==> src/rtl/axi4_lite_req_arbiter.sv <==
// Round-robin arbiter that serialises single-beat requests from NUM_REQ clients onto one
// axi4_lite_master command port. Define ARB_TIMEOUT_EN to add a bounded WAIT with sticky timeout_err.
module axi4_lite_req_arbiter #(
   parameter int NUM_REQ        = 4,
   parameter int ADDR_WIDTH     = 32,
   parameter int DATA_WIDTH     = 32,
   parameter int STROB_WIDTH    = 4,
   parameter int TIMEOUT_CYCLES = 256
) (
   input  logic                            ACLK,
   input  logic                            ARESETn,
   input  logic [NUM_REQ-1:0]              req_valid,
   input  logic [NUM_REQ-1:0]              req_write,
   input  logic [NUM_REQ*ADDR_WIDTH-1:0]   req_addr,
   input  logic [NUM_REQ*DATA_WIDTH-1:0]   req_wdata,
   input  logic [NUM_REQ*STROB_WIDTH-1:0]  req_strb,
   output logic [NUM_REQ-1:0]              req_ready,
   output logic [NUM_REQ-1:0]              rsp_valid,
   output logic [DATA_WIDTH-1:0]           rsp_rdata,
   output logic [1:0]                      rsp_resp,
   output logic                            m_write_en,
   output logic                            m_read_en,
   output logic [ADDR_WIDTH-1:0]           m_write_addr,
   output logic [ADDR_WIDTH-1:0]           m_read_addr,
   output logic [DATA_WIDTH-1:0]           m_write_data,
   output logic [STROB_WIDTH-1:0]          m_strobe,
   input  logic [DATA_WIDTH-1:0]           m_read_data,
   input  logic [1:0]                      m_write_resp,
   input  logic [1:0]                      m_read_resp,
   input  logic                            m_write_done,
   input  logic                            m_read_done,
   output logic                            busy,
   output logic [$clog2(NUM_REQ)-1:0]      grant_id,
   output logic                            timeout_err
);
   localparam int IDW = $clog2(NUM_REQ);

   typedef enum logic [1:0] {
      IDLE  = 2'd0,
      ISSUE = 2'd1,
      WAIT  = 2'd2,
      RESP  = 2'd3
   } state_t;

   state_t                 state_r, state_s;
   logic [IDW-1:0]         last_r, grant_r, winner_s;
   logic                   found_s, done_s, expire_s, cmd_write_r;
   logic [NUM_REQ-1:0]     req_ready_r, rsp_valid_r;
   logic                   m_write_en_r, m_read_en_r, busy_r;
   logic [ADDR_WIDTH-1:0]  m_write_addr_r, m_read_addr_r;
   logic [DATA_WIDTH-1:0]  m_write_data_r, rsp_rdata_r;
   logic [STROB_WIDTH-1:0] m_strobe_r;
   logic [1:0]             rsp_resp_r;

   // First set bit searching upward from last+1, wrapping; MSB of the result flags "found".
   function automatic logic [IDW:0] rr_pick(input logic [NUM_REQ-1:0] valid,
                                             input logic [IDW-1:0]     last);
      logic [IDW:0] pick;
      int           idx;
      pick = {(IDW+1){1'b0}};
      for (int k = 1; k <= NUM_REQ; k++) begin
         idx = (int'(last) + k) % NUM_REQ;
         if (!pick[IDW] && valid[idx]) begin
            pick = {1'b1, IDW'(idx)};
         end
      end
      return pick;
   endfunction

   function automatic logic [NUM_REQ-1:0] one_hot(input logic [IDW-1:0] idx);
      return {{(NUM_REQ-1){1'b0}}, 1'b1} << idx;
   endfunction

   // Arbitration winner and the done pulse that matches the latched command type
   always_comb begin
      {found_s, winner_s} = rr_pick(req_valid, last_r);
      done_s = cmd_write_r ? m_write_done : m_read_done;
   end

   // Next-state decode
   always_comb begin
      state_s = state_r;
      case (state_r)
         IDLE: begin
            if (found_s) state_s = ISSUE;
            else         state_s = IDLE;
         end
         ISSUE: state_s = WAIT;
         WAIT: begin
            if (done_s || expire_s) state_s = RESP;
            else                    state_s = WAIT;
         end
         RESP:    state_s = IDLE;
         default: state_s = IDLE;
      endcase
   end

   // State register
   always_ff @(posedge ACLK or negedge ARESETn) begin
      if (!ARESETn) state_r <= IDLE;
      else          state_r <= state_s;
   end

   // Command latch, one-cycle pulses and response capture
   always_ff @(posedge ACLK or negedge ARESETn) begin
      if (!ARESETn) begin
         last_r         <= IDW'(NUM_REQ - 1);
         grant_r        <= {IDW{1'b0}};
         cmd_write_r    <= 1'b0;
         req_ready_r    <= {NUM_REQ{1'b0}};
         rsp_valid_r    <= {NUM_REQ{1'b0}};
         m_write_en_r   <= 1'b0;
         m_read_en_r    <= 1'b0;
         busy_r         <= 1'b0;
         m_write_addr_r <= {ADDR_WIDTH{1'b0}};
         m_read_addr_r  <= {ADDR_WIDTH{1'b0}};
         m_write_data_r <= {DATA_WIDTH{1'b0}};
         m_strobe_r     <= {STROB_WIDTH{1'b0}};
         rsp_rdata_r    <= {DATA_WIDTH{1'b0}};
         rsp_resp_r     <= 2'b00;
      end else begin
         req_ready_r  <= {NUM_REQ{1'b0}};
         rsp_valid_r  <= {NUM_REQ{1'b0}};
         m_write_en_r <= 1'b0;
         m_read_en_r  <= 1'b0;
         busy_r       <= (state_s != IDLE);
         case (state_r)
            IDLE: begin
               if (found_s) begin
                  grant_r     <= winner_s;
                  cmd_write_r <= req_write[winner_s];
                  req_ready_r <= one_hot(winner_s);
                  if (req_write[winner_s]) begin
                     m_write_en_r   <= 1'b1;
                     m_write_addr_r <= req_addr[winner_s*ADDR_WIDTH +: ADDR_WIDTH];
                     m_write_data_r <= req_wdata[winner_s*DATA_WIDTH +: DATA_WIDTH];
                     m_strobe_r     <= req_strb[winner_s*STROB_WIDTH +: STROB_WIDTH];
                  end else begin
                     m_read_en_r    <= 1'b1;
                     m_read_addr_r  <= req_addr[winner_s*ADDR_WIDTH +: ADDR_WIDTH];
                  end
               end
            end
            WAIT: begin
               // A matching done wins over a watchdog expiry in the same cycle.
               if (done_s) begin
                  rsp_valid_r <= one_hot(grant_r);
                  rsp_rdata_r <= cmd_write_r ? {DATA_WIDTH{1'b0}} : m_read_data;
                  rsp_resp_r  <= cmd_write_r ? m_write_resp : m_read_resp;
               end else if (expire_s) begin
                  rsp_valid_r <= one_hot(grant_r);
                  rsp_rdata_r <= {DATA_WIDTH{1'b0}};
                  rsp_resp_r  <= 2'b10;
               end
            end
            RESP:    last_r <= grant_r;
            default: ;
         endcase
      end
   end

`ifdef ARB_TIMEOUT_EN
   localparam int CNT_W = $clog2(TIMEOUT_CYCLES + 1);

   logic [CNT_W-1:0] wait_cnt_r;
   logic             timeout_err_r;

   assign expire_s = (state_r == WAIT) && !done_s &&
                     (wait_cnt_r == CNT_W'(TIMEOUT_CYCLES - 1));

   // WAIT-cycle counter and sticky timeout flag
   always_ff @(posedge ACLK or negedge ARESETn) begin
      if (!ARESETn) begin
         wait_cnt_r    <= {CNT_W{1'b0}};
         timeout_err_r <= 1'b0;
      end else begin
         if (state_r == ISSUE)     wait_cnt_r <= {CNT_W{1'b0}};
         else if (state_r == WAIT) wait_cnt_r <= wait_cnt_r + CNT_W'(1);
         if (expire_s)             timeout_err_r <= 1'b1;
      end
   end

   assign timeout_err = timeout_err_r;
`else
   assign expire_s    = 1'b0;
   assign timeout_err = 1'b0;
`endif

   assign req_ready    = req_ready_r;
   assign rsp_valid    = rsp_valid_r;
   assign rsp_rdata    = rsp_rdata_r;
   assign rsp_resp     = rsp_resp_r;
   assign m_write_en   = m_write_en_r;
   assign m_read_en    = m_read_en_r;
   assign m_write_addr = m_write_addr_r;
   assign m_read_addr  = m_read_addr_r;
   assign m_write_data = m_write_data_r;
   assign m_strobe     = m_strobe_r;
   assign busy         = busy_r;
   assign grant_id     = grant_r;

endmodule

==> config.mk <==
export PLATFORM = sky130hd
export DESIGN_NAME = axi4_lite_req_arbiter
export DESIGN_NICKNAME = d
export VERILOG_FILES = /design/src/rtl/axi4_lite_req_arbiter.sv
export SDC_FILE = /design/constraint.sdc
export NUM_CORES = 1
export LEC_CHECK = 0
export CAP_MARGIN = 20
export CORE_AREA = 2 2 180 182
export DETAILED_ROUTE_END_ITERATION = 16
export DIE_AREA = 0 0 182 184
export GPL_ROUTABILITY_DRIVEN = 0
export PLACE_DENSITY = 0.68
export SETUP_SLACK_MARGIN = 0.15
export SLEW_MARGIN = 20
export SYNTH_ARGS = -nofsm -noshare
export SYNTH_HDL_FRONTEND = slang
export SYNTH_SLANG_ARGS = --single-unit
==> constraint.sdc <==
create_clock -name ACLK -period 5.26 [get_ports ACLK]
set_clock_uncertainty 0.15 [all_clocks]
set_input_delay 0.526 -clock ACLK [delete_from_list [all_inputs] [get_ports ACLK]]
set_output_delay 0.526 -clock ACLK [all_outputs]
set_load 0.1 [all_outputs]
Word level (Yosys, flattened, before mapping). Cells that the tools add are included.

Bits in writable memories: 0. Bits in registers: 152. Output and inout bits: 148. Input bits: 320. Bits in latches: 0. Bits in read-only memories: 0. Word-level logic and storage cells: 87. Memories: 0.

Muxes and demuxes: 34. Order comparisons: 5. Shifts and indexed selects: 5. $mul: 0. Bitwise operators: 5. Equality and inequality tests: 3. Div/mod/pow operators: 0. Add/sub/neg operators: 4. Reductions and logical operators: 16.

Operator list (number): $shiftx 128x8->32 (2); $mux 32 (1); $mux 1 (18); $lt 3x4->1 const B (4); $mux 4 (4); $shiftx 16x5->4 (1); $mux 3 (4); $bmux 1 s2 (5); $pmux 2 s4 (1); $reduce_or 2->1 (4); $shl 1x2->4 const A (2); $reduce_and 3->1 (2); $add 2x1->2 const B (2); $add 2x2->2 const B (2); $and 1x1->1 const A (4); $eq 2x2->1 const B (2); $reduce_and 2->1 (2); $logic_and 1x1->1 (3); $logic_not 1->1 (3); $lt 2x3->1 const B (1); $eq 2x1->1 const B (1); $logic_not 2->1 (1); $mux 2 (1); $reduce_bool 2->1 (1); $not 1->1 (1).

Longest topological paths before layout.
Depth after elaboration: 21. Gate-level depth with buffers: 10. Depth with buffers taken out: 6.

Least setup slack after synthesis. OpenSTA, ideal clock, no wires.

Kind: in2reg. Start point: input port req_valid[1]. End point: register m_write_data_r[22], in the netlist m_write_data[22]. Slack: 2834 ps. Buffers on the path: 4. Stages on the path: 10. Data arrival time: 2151 ps. Path through: nor2b_1 -> a21oi_1 -> o221a_2 -> buf_4 -> mux2i_1 -> o22a_1 -> buf_6 -> buf_6 -> buf_6 -> mux2_4.

Word-level cells in the longest chain between the ends: 16.

Ends and longest elaborated chain: start, declared (RTL line 12) `input logic [NUM_REQ-1:0] req_valid,`; $bmux 1 s2 (RTL line 63) `if (!pick[IDW] && valid[idx]) begin`; $mux 1 (not written as such) (2 in series) (RTL line 63); $mux 3 (RTL line 63); $logic_not 1->1 (RTL line 63); $logic_and 1x1->1 (RTL line 63); $mux 3 (RTL line 63); $logic_not 1->1 (RTL line 63); $logic_and 1x1->1 (RTL line 63); $mux 3 (RTL line 63); $logic_not 1->1 (RTL line 63); $logic_and 1x1->1 (RTL line 63); $mux 3 * (RTL line 63); branches (longest 3 deep; another with $shiftx 128x8->32); end signal, assigned (RTL line 117) `m_write_data_r <= {DATA_WIDTH{1'b0}};`; end signal, assigned (RTL line 136) `m_write_data_r <= req_wdata[winner_s*DATA_WIDTH +: DATA_WIDTH];`; end, declared (RTL line 51) `logic [DATA_WIDTH-1:0] m_write_data_r, rsp_rdata_r;`.

Mark *: on every way between the ends. The select of a mux whose other input is x is not followed. A chain may end at the register's enable or synchronous reset.

Final worst setup path.
Start point: input port req_valid[3]. End point: register m_read_addr_r[27], in the netlist m_read_addr[27].

Word-level cells in the longest chain between the ends: 17.

Ends and longest elaborated chain: $bmux 1 s2 (RTL line 63); $mux 1 (not written as such) (2 in series) (RTL line 63); $mux 3 (RTL line 63); $logic_not 1->1 (RTL line 63); $logic_and 1x1->1 (RTL line 63); $mux 3 (RTL line 63); $logic_not 1->1 (RTL line 63); $logic_and 1x1->1 (RTL line 63); $mux 3 (RTL line 63); $logic_not 1->1 (RTL line 63); $logic_and 1x1->1 (RTL line 63); $mux 3 * (RTL line 63); branches (longest 4 deep; another with $shiftx 128x8->32); end signal, assigned (RTL line 116) `m_read_addr_r <= {ADDR_WIDTH{1'b0}};`; end signal, assigned (RTL line 140) `m_read_addr_r <= req_addr[winner_s*ADDR_WIDTH +: ADDR_WIDTH];`; end, declared (RTL line 50) `logic [ADDR_WIDTH-1:0] m_write_addr_r, m_read_addr_r;`.

Marked as above.

==> results_dict.tcl <==
set metrics [dict create \
    status "finished, final reports clean" \
    io_pins 468 \
    drt.antenna.violating_nets 0 \
    synth_edf_count 0 \
    synth_top_cells_by_area "dfrtp_1 47%, mux2_2 13%, nand2_1 10%, a211oi_1 6.4%, and2_1 5.4%" \
    worstHoldPathCells 2 \
    routed_wl_mm 29.37 \
    root_buffer "clkbuf_16" \
    grt_use_total_pct 16.83 \
    ys_types 33 \
    hold_violations 0 \
    cts_tree "yes" \
    h-tree-depth 4 \
    placed_cell_area_um2 12900 \
    yosysSeqAreaShare_pct 47.87 \
    setup_violations 0 \
    fp.coreArea_um2 31390 \
    cp-end-kind "flip-flop" \
    grt_pass1_vias 7857 \
    timing.setup.tns_ns 0 \
    num-nets-final 1564 \
    cts_resized 0 \
    dp_hpwl_mm 21.82 \
    worst_path_max_delay_cell "clkdlybuf4s50_1" \
    relSlewSlack_pct 29.66 \
    reg2reg_depth 6 \
    holdCritPathClass "flip-flop to flip-flop" \
    final_area_um2 13550 \
    grt_remaining_overflow 0 \
    synth_nets 1136 \
    synth_flop_cell "dfrtp_1" \
    cts_buffer_depth 2 \
    synth.avg_cell_area_um2 9.792 \
    ff_latch_area_um2 3806 \
    critPathArrivalTime_ns 3.35 \
    wl_per_cell_um 17.73 \
    die_h_um 184 \
    cts_hold_buffers 0 \
    multi_input_area_um2 3834 \
    rows 65 \
    drt_first_pass_iters 4 \
    critPathCapture "m_read_addr[27]" \
    synth_top_area_share_pct 47.21 \
    clock_latency_ns 0.41 \
    path_max_fanout 72 \
    max_freq_mhz 312.1 \
    yosysTopAreaCell "dfrtp_1" \
    reg2reg_from "last_r[0]" \
    cpPeakStageDelay_ns 0.62 \
    timing.final.crit_share_pct 60.92 \
    rsz0062_at_grt "false" \
    synth-async-reset-ratio_pct 100.0 \
    numCtsBuffers 17 \
    synth_area_um2 7951 \
    maxCapViolCount 0 \
    r2r_end "m_read_addr[27]" \
    period_needed_ns 3.204 \
    area_growth_pct 70.42 \
    num_vias 7780 \
    ys_ff_latch 152 \
    drcViolationCount 0 \
    antenna_found_initial 2 \
    final_layout_size_suffix_gt1_share_pct 12.37 \
    grt_max_degree 104 \
    die_area_um2 33490 \
    rrSetupSlack_ns 2.21 \
    clock_sinks 152 \
    initial_core_util_pct 25.33 \
    netlist_instances 812 \
    start_kind "input pin" \
    cts.clk_slew.worst_paths_ns 0.07 \
    critPathKind "input pin to flip-flop" \
    io_buffers 466 \
    via_per_inst 4.698 \
    drt_iter0_markers 313 \
    grt_pass1_wl_mm 43.88 \
    worstMarginPinSlew_ns 1.052 \
    path_cells "clkdlybuf4s50_1, and3b_1, o32a_2, buf_12, a32o_2, buf_4, mux2_2" \
    crit_start "req_valid[3]" \
    die_w_um 182 \
    fillCellCount 3060 \
    maxSlewViolCount 0 \
    ys_warn_count 0 \
    cts_setup_buffers 0 \
    crit_required_ns 5.40 \
]
## metal layers
layer | vias to the layer above | track usage (%) | routed length, um
li1 | 3698 | - | -
met3 | 27 | 5.923 | 2397
met2 | 321 | 30.53 | 14840
met5 | - | 0 | 13
met4 | 2 | 3.742 | 400
met1 | 3732 | 18.98 | 11720
## kinds of logic (layout without fill, tap and decap cells)
logic type / after synthesis / in the layout / share of synthesized area (%)
AND/OR/NAND/NOR: 294 / 294 / 16.48
AO/OA/AOI/OAI: 180 / 180 / 14.84
flip-flops: 152 / 152 / 47.87
multiplexers: 108 / 108 / 15.64
buffers and inverters: 73 / 514 / 4.500
adder cells (fa/ha/maj): 4 / 4 / 0.6295
other: 1 / 2 / 0.04716
## cells in the mapped netlist, types with 2 or more instances
library cell,count
a211oi_1,68
a21oi_1,3
a31oi_1,68
and2_1,69
buf_2,10
buf_4,7
buf_6,6
clkbuf_1,46
dfrtp_1,150
dfstp_2,2
ha_1,4
inv_1,4
mux2_2,94
mux2_4,9
mux2i_1,5
nand2_1,211
nor2_1,3
nor2b_1,2
nor3b_1,2
o21ai_0,36
## final cells by class
type	count	area share, %
Inverter	4	0.1108
Timing Repair Buffer	478	35.50
Tap cell	402	3.712
Sequential cell	152	28.09
Multi-Input combinational cell	587	28.29
Clock buffer	19	3.269
Clock inverter	13	1.006
Antenna cell	1	0.01847
## flip-flops by register name, summed over array words and instances (netlist names)
name / count
m_read_en: 1
busy: 1
m_write_en: 1
cmd_write_r: 1
m_read_addr: 32
req_ready: 4
grant_id: 2
m_write_addr: 32
rsp_rdata: 32
rsp_resp: 2
m_strobe: 4
rsp_valid: 4
state_r: 2
last_r: 2
m_write_data: 32
## placed cells by master, fill, tap and decap left out, drive strengths merged
cell / netlist / layout
a211oi: 68 / 68
a21oi: 3 / 3
a31oi: 68 / 68
a32o: 1 / 1
and2: 69 / 69
and3: 1 / 1
and3b: 1 / 1
and4: 1 / 1
buf: 23 / 12
bufinv: 0 / 1
clkbuf: 46 / 19
clkdlybuf4s50: 0 / 465
clkinv: 0 / 3
clkinvlp: 0 / 3
conb: 1 / 1
dfrtp: 150 / 150
dfstp: 2 / 2
diode: 0 / 1
dlygate4sd3: 0 / 1
ha: 4 / 4
inv: 4 / 10
mux2: 103 / 103
mux2i: 5 / 5
nand2: 211 / 211
nand3: 1 / 1
nor2: 3 / 3
nor2b: 2 / 2
nor3: 1 / 1
nor3b: 2 / 2
o21ai: 36 / 36
o221a: 1 / 1
o22a: 1 / 1
o32a: 1 / 1
o32ai: 1 / 1
or2: 1 / 1
or4: 1 / 1
## worst min-delay path by stage
stage	startpoint	to	slack, ns
2_1_floorplan	ARESETn	busy	0.08
3_3_place_gp	rsp_rdata[6]	rsp_rdata[6]	0.31
3_5_place_dp	rsp_rdata[26]	rsp_rdata[26]	0.32
4_1_cts	ARESETn	rsp_rdata[24]	0.11
5_1_grt	rsp_rdata[7]	rsp_rdata[7]	0.37
6_report	rsp_rdata[26]	rsp_rdata[26]	0.33
## worst max-delay path, delay by kind of cell
| family | cells | cell delay [ns] |
|---|---|---|
| AOI/OAI and AO/OA | 2 | 0.72 |
| muxes | 1 | 0.40 |
| and+or+nand+nor | 1 | 0.27 |
| buffers and inverters | 3 | 1.39 |
## through the flow
stage	util (%)	setup WS (ns)	hold WS (ns)	std cells
after floorplan	-	2.834	0.08041	812
after detailed placement	41.09	1.464	0.3204	1620
after global routing	43.16	1.902	0.3657	1656
after global placement	41.09	1.529	0.3118	1620
after CTS	42.93	1.913	0.1117	1652
final	43.16	2.056	0.3308	1656
Power is not shown: default switching activity piles up to over one toggle a cycle in this logic, so the estimate is an artifact.
